<file path="src/rtl/laser_tx_framer.sv">
`default_nettype none
// ============================================================================
//  Module   : laser_tx_framer
//  Purpose  : Drains the transmit queue into SYNC/payload/XOR-checksum packets
//             sent as 10-bit on/off-keyed frames on the laser drive line.
//  Revision : 1.0 - initial release
// ============================================================================
module laser_tx_framer #(
    parameter int         CLKS_PER_BIT = 4,
    parameter int         PKT_BYTES    = 4,
    parameter logic [7:0] SYNC         = 8'h7E
) (
    input  logic       clock,
    input  logic       reset,
    input  logic       start,
    input  logic [7:0] q_data,
    input  logic [7:0] q_size,
    input  logic       q_empty,
    output logic       q_read,
    output logic       laser_out,
    output logic       busy,
    output logic       done,
    output logic       underrun
);

    localparam int              c_CW       = $clog2(CLKS_PER_BIT);
    localparam logic [c_CW-1:0] c_CNT_LAST = c_CW'(CLKS_PER_BIT - 1);
    localparam logic [c_CW-1:0] c_CNT_PRE  = c_CW'(CLKS_PER_BIT - 2);
    localparam logic [5:0]      c_PKT      = 6'(PKT_BYTES);
    localparam logic [7:0]      c_PKT_SZ   = 8'(PKT_BYTES);

    typedef enum logic [2:0] {
        S_IDLE    = 3'd0,
        S_SYNC    = 3'd1,
        S_PAYLOAD = 3'd2,
        S_CSUM    = 3'd3,
        S_WAIT    = 3'd4
    } state_t;

    state_t            r_state, w_state;
    logic [c_CW-1:0]   r_cnt, w_cnt;
    logic [3:0]        r_bit, w_bit;
    logic [7:0]        r_shift, w_shift;
    logic [7:0]        r_csum, w_csum;
    logic [5:0]        r_fetched, w_fetched;
    logic              r_laser, w_laser;
    logic              r_q_read, w_q_read;
    logic              r_busy, w_busy;
    logic              r_done, w_done;
    logic              r_underrun, w_underrun;
    logic              w_load;

    logic w_cnt_last;
    logic w_pre_fetch;
    logic w_need_fetch;

    assign w_cnt_last   = (r_cnt == c_CNT_LAST);
    assign w_pre_fetch  = (r_bit == 4'd9) && (r_cnt == c_CNT_PRE);
    assign w_need_fetch = (r_state == S_SYNC) ||
                          ((r_state == S_PAYLOAD) && (r_fetched != c_PKT));

    always_ff @(posedge clock) begin
        if (reset) begin
            r_state    <= S_IDLE;
            r_cnt      <= '0;
            r_bit      <= 4'd0;
            r_shift    <= 8'd0;
            r_csum     <= 8'd0;
            r_fetched  <= 6'd0;
            r_laser    <= 1'b0;
            r_q_read   <= 1'b0;
            r_busy     <= 1'b0;
            r_done     <= 1'b0;
            r_underrun <= 1'b0;
        end else begin
            r_state    <= w_state;
            r_cnt      <= w_cnt;
            r_bit      <= w_bit;
            r_shift    <= w_shift;
            r_csum     <= w_csum;
            r_fetched  <= w_fetched;
            r_laser    <= w_laser;
            r_q_read   <= w_q_read;
            r_busy     <= w_busy;
            r_done     <= w_done;
            r_underrun <= w_underrun;
        end
    end

    always_comb begin
        w_state    = r_state;
        w_cnt      = r_cnt;
        w_bit      = r_bit;
        w_shift    = r_shift;
        w_csum     = r_csum;
        w_fetched  = r_fetched;
        w_laser    = r_laser;
        w_q_read   = 1'b0;
        w_busy     = r_busy;
        w_done     = 1'b0;
        w_underrun = r_underrun;
        w_load     = 1'b0;

        case (r_state)
            S_IDLE: begin
                if (start && (q_size >= c_PKT_SZ)) begin
                    w_state    = S_SYNC;
                    w_busy     = 1'b1;
                    w_laser    = 1'b1;
                    w_shift    = SYNC;
                    w_bit      = 4'd0;
                    w_cnt      = '0;
                    w_csum     = 8'd0;
                    w_fetched  = 6'd0;
                    w_underrun = 1'b0;
                end
            end
            // Stalled: pop once data appears, then latch it on the following edge.
            S_WAIT: begin
                if (r_q_read) begin
                    w_load = 1'b1;
                end else if (!q_empty) begin
                    w_q_read = 1'b1;
                end
            end
            default: begin
                // The pop strobe covers the last stop-bit cycle, so raise it one edge early.
                if (w_pre_fetch && w_need_fetch && !q_empty) begin
                    w_q_read = 1'b1;
                end
                if (!w_cnt_last) begin
                    w_cnt = r_cnt + 1'b1;
                end else begin
                    w_cnt = '0;
                    if (r_bit != 4'd9) begin
                        w_bit   = r_bit + 4'd1;
                        w_laser = (r_bit == 4'd8) ? 1'b0 : r_shift[r_bit[2:0]];
                    end else begin
                        w_bit = 4'd0;
                        if (w_need_fetch) begin
                            if (r_q_read) begin
                                w_load = 1'b1;
                            end else begin
                                w_state    = S_WAIT;
                                w_underrun = 1'b1;
                                w_laser    = 1'b0;
                            end
                        end else if (r_state == S_PAYLOAD) begin
                            w_state = S_CSUM;
                            w_shift = r_csum;
                            w_laser = 1'b1;
                        end else begin
                            w_state = S_IDLE;
                            w_busy  = 1'b0;
                            w_done  = 1'b1;
                            w_laser = 1'b0;
                        end
                    end
                end
            end
        endcase

        if (w_load) begin
            w_state   = S_PAYLOAD;
            w_shift   = q_data;
            w_csum    = r_csum ^ q_data;
            w_fetched = r_fetched + 6'd1;
            w_bit     = 4'd0;
            w_cnt     = '0;
            w_laser   = 1'b1;
        end
    end

    assign q_read    = r_q_read;
    assign laser_out = r_laser;
    assign busy      = r_busy;
    assign done      = r_done;
    assign underrun  = r_underrun;

endmodule
`default_nettype wire

</file>
<file path="config.mk">
export PLATFORM = sky130hd
export DESIGN_NAME = laser_tx_framer
export DESIGN_NICKNAME = d
export VERILOG_FILES = /design/src/rtl/laser_tx_framer.sv
export SDC_FILE = /design/constraint.sdc
export NUM_CORES = 1
export LEC_CHECK = 0
export ABC_AREA = 1
export CAP_MARGIN = 40
export CELL_PAD_IN_SITES_DETAIL_PLACEMENT = 1
export CELL_PAD_IN_SITES_GLOBAL_PLACEMENT = 1
export CORE_AREA = 2 2 82 84
export DETAILED_ROUTE_END_ITERATION = 8
export DIE_AREA = 0 0 84 86
export PLACE_DENSITY = 0.74
export SLEW_MARGIN = 10
export SYNTH_ARGS = -nofsm -noshare
export SYNTH_HDL_FRONTEND = slang
export SYNTH_SLANG_ARGS = --single-unit
</file>
<file path="constraint.sdc">
create_clock -name clock -period 1.32 [get_ports clock]
set_input_delay 0.264 -clock clock [delete_from_list [all_inputs] [get_ports clock]]
set_output_delay 0.264 -clock clock [all_outputs]
set_load 0.05 [all_outputs]
</file>
==> metrics.csv <==
metric,value,unit
synth.area.top_cells,"dfxtp_1 (33%), nand2_1 (13%), nand4_1 (7.1%)",
clk_pin_slew_worst_paths,0.08,ns
critPathSlowestCell,dfxtp_2,
p_int,0.002672,W
synth_area,2202,µm²
p_seq_share,29.9,%
powerDensity,1251,nW/µm²
avgSynthCellArea,6.755,µm²
drc_errors,0,
ant_nets,0,
rows,29,
viasPerCell,5.160,
peakVddDrop,0.0006030,V
clock_path_buffers,2,
min_period,1.670,ns
die_width,84,µm
numPortBuffers,22,
synth_edf_count,0,
fin_ws,-0.3495,ns
start_util,35.08,%
seq_area_frac_synth,32.73,%
clock_power_share,18.9,%
ys.flop_type,dfxtp_1,
fin_nets,440,
arrival,1.89,ns
yosys-top-cells-count,"nand2_1 (78), nor2_1 (40), dfxtp_1 (36), inv_1 (36), nand4_1 (25)",
drtIter0Drc,88,
crit_path_cell_trace,"inv_2, ha_4, nand3_2, nand2_2, nand2_4, nand3_4, nand2_8, buf_6, nor2_4, clkinv_4, a21oi_2",
cts_hold_repair.buffers,0,
antennaDiodeCount,0,
track_usage,23.71,%
core,6277,µm²
stdcell_count,494,
synthToLayoutAreaGrowth,61.02,%
clk_latency,0.29,ns
num_vias,2549,
worstMarginPinSlew,0.2465,ns
synth_cells,326,
relSlewSlack,83.52,%
cts_tree,done,
grt_max_degree,14,
dp_cells,469,
crit_path_end_kind,flop,
cts.sinks,36,
grt_overflow,0,
cts_buffers,5,
rsz0062_at_grt,yes,
hpwl,5.269,mm
yosys_register_bits,36,
grt_pass1_vias,2705,
root_buffer,clkbuf_8,
p_comb_share,51.3,%
yosys.cell_count.top_type,nand2_1,
async_flop_share,0,%
die_y,86,µm
worstPathMaxFanout,7,
max_stage_delay,0.33,ns
min_path_type,reg2reg,
cts_htree_levels,2,
avgRoutedWirePerCell,16.99,µm
power.switching,0.001765,W
clock.fmax,599.0,MHz
yosysTopAreaCell,dfxtp_1,
leakage,1.592,nW
synth_cell_type_count,30,
cp-start-kind,flop,
antenna_found_initial,0,
critPathKind,reg2reg,
violations,negative setup slack,
setup_tns,-8.641,ns
slew_violations,0,
status,finished with violations,
syn_nets,350,
hold_violations,0,
dr.pass1.iters,4,
grt_pass1_wl,13.53,mm
setup_viol,36,
fin_skew,0.004820,ns
boundaryPins,25,
synth_top_area_share,32.73,%
layout-drive-gt1-share,41.97,%
die_area,7224,µm²
crit_required,1.54,ns
timing.final.crit_share,126.5,%
yosysWarnings,0,
drv_cap,0,
netSwitchingFraction,39.78,%
drt_wl_total,8.393,mm
gp_congestion,0.8068,
==> cell type report <==
cell class / instances / area [µm²]
Clock buffer: 8 / 90.09
Multi-Input combinational cell: 236 / 1528
Sequential cell: 36 / 734.5
Fill cell: 782 / 2731
Inverter: 43 / 173.9
Timing Repair Buffer: 94 / 923.4
Tap cell: 77 / 96.34
==> path summary, 6_finish.rpt <==
| kind | startpoint | endpoint | slack, ns | cells after the start |
|---|---|---|---|---|
| worst max-delay path | r_fetched[0] | r_state[2] | -0.35 | 11 |
| worst min-delay path | r_csum[2] | r_csum[2] | 0.47 | 2 |
| worst max register to register | r_fetched[0] | r_state[2] | -0.35 | 11 |
| worst min register to register | r_csum[2] | r_csum[2] | 0.47 | 2 |
==> timing repair <==
| item | 4_1_cts | 5_1_grt |
|---|---|---|
| buffers inserted | 14 | 3 |
| pin swaps | 21 | 7 |
| hold endpoints to repair | 0 | 0 |
| setup endpoints to repair | 35 | 36 |
| gates resized for setup | 44 | 25 |
| gates cloned | 0 | 0 |
==> flip-flops by register name (all words and copies together), names as in the netlist, 2 cells and up <==
register   flops
r_cnt          2
r_state        3
r_fetched      6
r_shift        8
r_bit          4
r_csum         8
==> metrics by stage <==
step | setup WS [ns] | utilization (%) | instance area, µm² | hold WS (ns) | total power (W)
after CTS | -0.2143 | 54.73 | 3436 | 0.4742 | 0.004279
final | -0.3495 | 56.49 | 3546 | 0.4690 | 0.004436
after global routing | -0.3950 | 56.49 | 3546 | 0.4884 | 0.004735
after detailed placement | -0.3806 | 48.83 | 3065 | 0.4616 | 0.003255
after global placement | -0.3463 | 48.83 | 3065 | 0.4478 | 0.003203
after floorplan | -0.07833 | - | 2280 | 0.3327 | 0.002416
==> cells in the final DEF, fill, tap and decap left out, types with 2 or more instances in the layout <==
master and instances:
nor2_4 6, buf_12 11, o21ai_0 4, nand3_4 6
xor2_1 8, nor2_2 7, nor3_4 2, inv_1 32
buf_4 57, a21oi_2 12, inv_2 7, a21oi_1 13
nand3_2 3, clkbuf_8 6, nor2_1 33, inv_4 3
clkdlybuf4s50_1 17, ha_1 2, or2_2 4, nand3_1 14
nand2_2 16, nand4_1 25, dfxtp_4 2, nand2_4 9
dfxtp_1 29, buf_6 8, nand2_8 3, clkbuf_1 2
dfxtp_2 5, nand2_1 61
==> critical path: cells and delay by family (launching register included) <==
family,cells,cell delay [ns]
AOI/OAI and AO/OA,1,0.13
adders and majority gates,1,0.16
buffers and inverters,3,0.34
DFF,1,0.33
and+or+nand+nor,6,0.64
==> routing by layer <==
metal  track usage, %  share of wire, %  routed length (µm)  vias up
li1                 -                 -                   -     1230
met1            28.40                42                3541     1253
met2            42.04                52                4341       46
met3            4.524               3.3                 278       20
met4            9.238               2.8                 232        0
met5                0                 0                   0        -
==> power groups by stage <==
| stage | Sequential (W) | Combinational (W) | Clock [W] |
|---|---|---|---|
| 3_5_place_dp | 0.00134 | 0.00191 | 0 |
| 6_report | 0.00133 | 0.00227 | 0.000837 |
| 3_3_place_gp | 0.00134 | 0.00187 | 0 |
| 5_1_grt | 0.00134 | 0.00248 | 0.000918 |
| 4_1_cts | 0.00132 | 0.00211 | 0.000849 |
| 2_1_floorplan | 0.00139 | 0.00102 | 0 |
==> kinds of logic after synthesis <==
| family | share of synthesized area (%) |
|---|---|
| AO/OA/AOI/OAI | 7.614 |
| XOR/XNOR | 3.182 |
| adder cells (fa/ha/maj) | 2.273 |
| buffers and inverters | 10.45 |
| flip-flops | 32.73 |
| AND/OR/NAND/NOR | 43.75 |
Note: power is estimated with default switching activity, not from simulation.
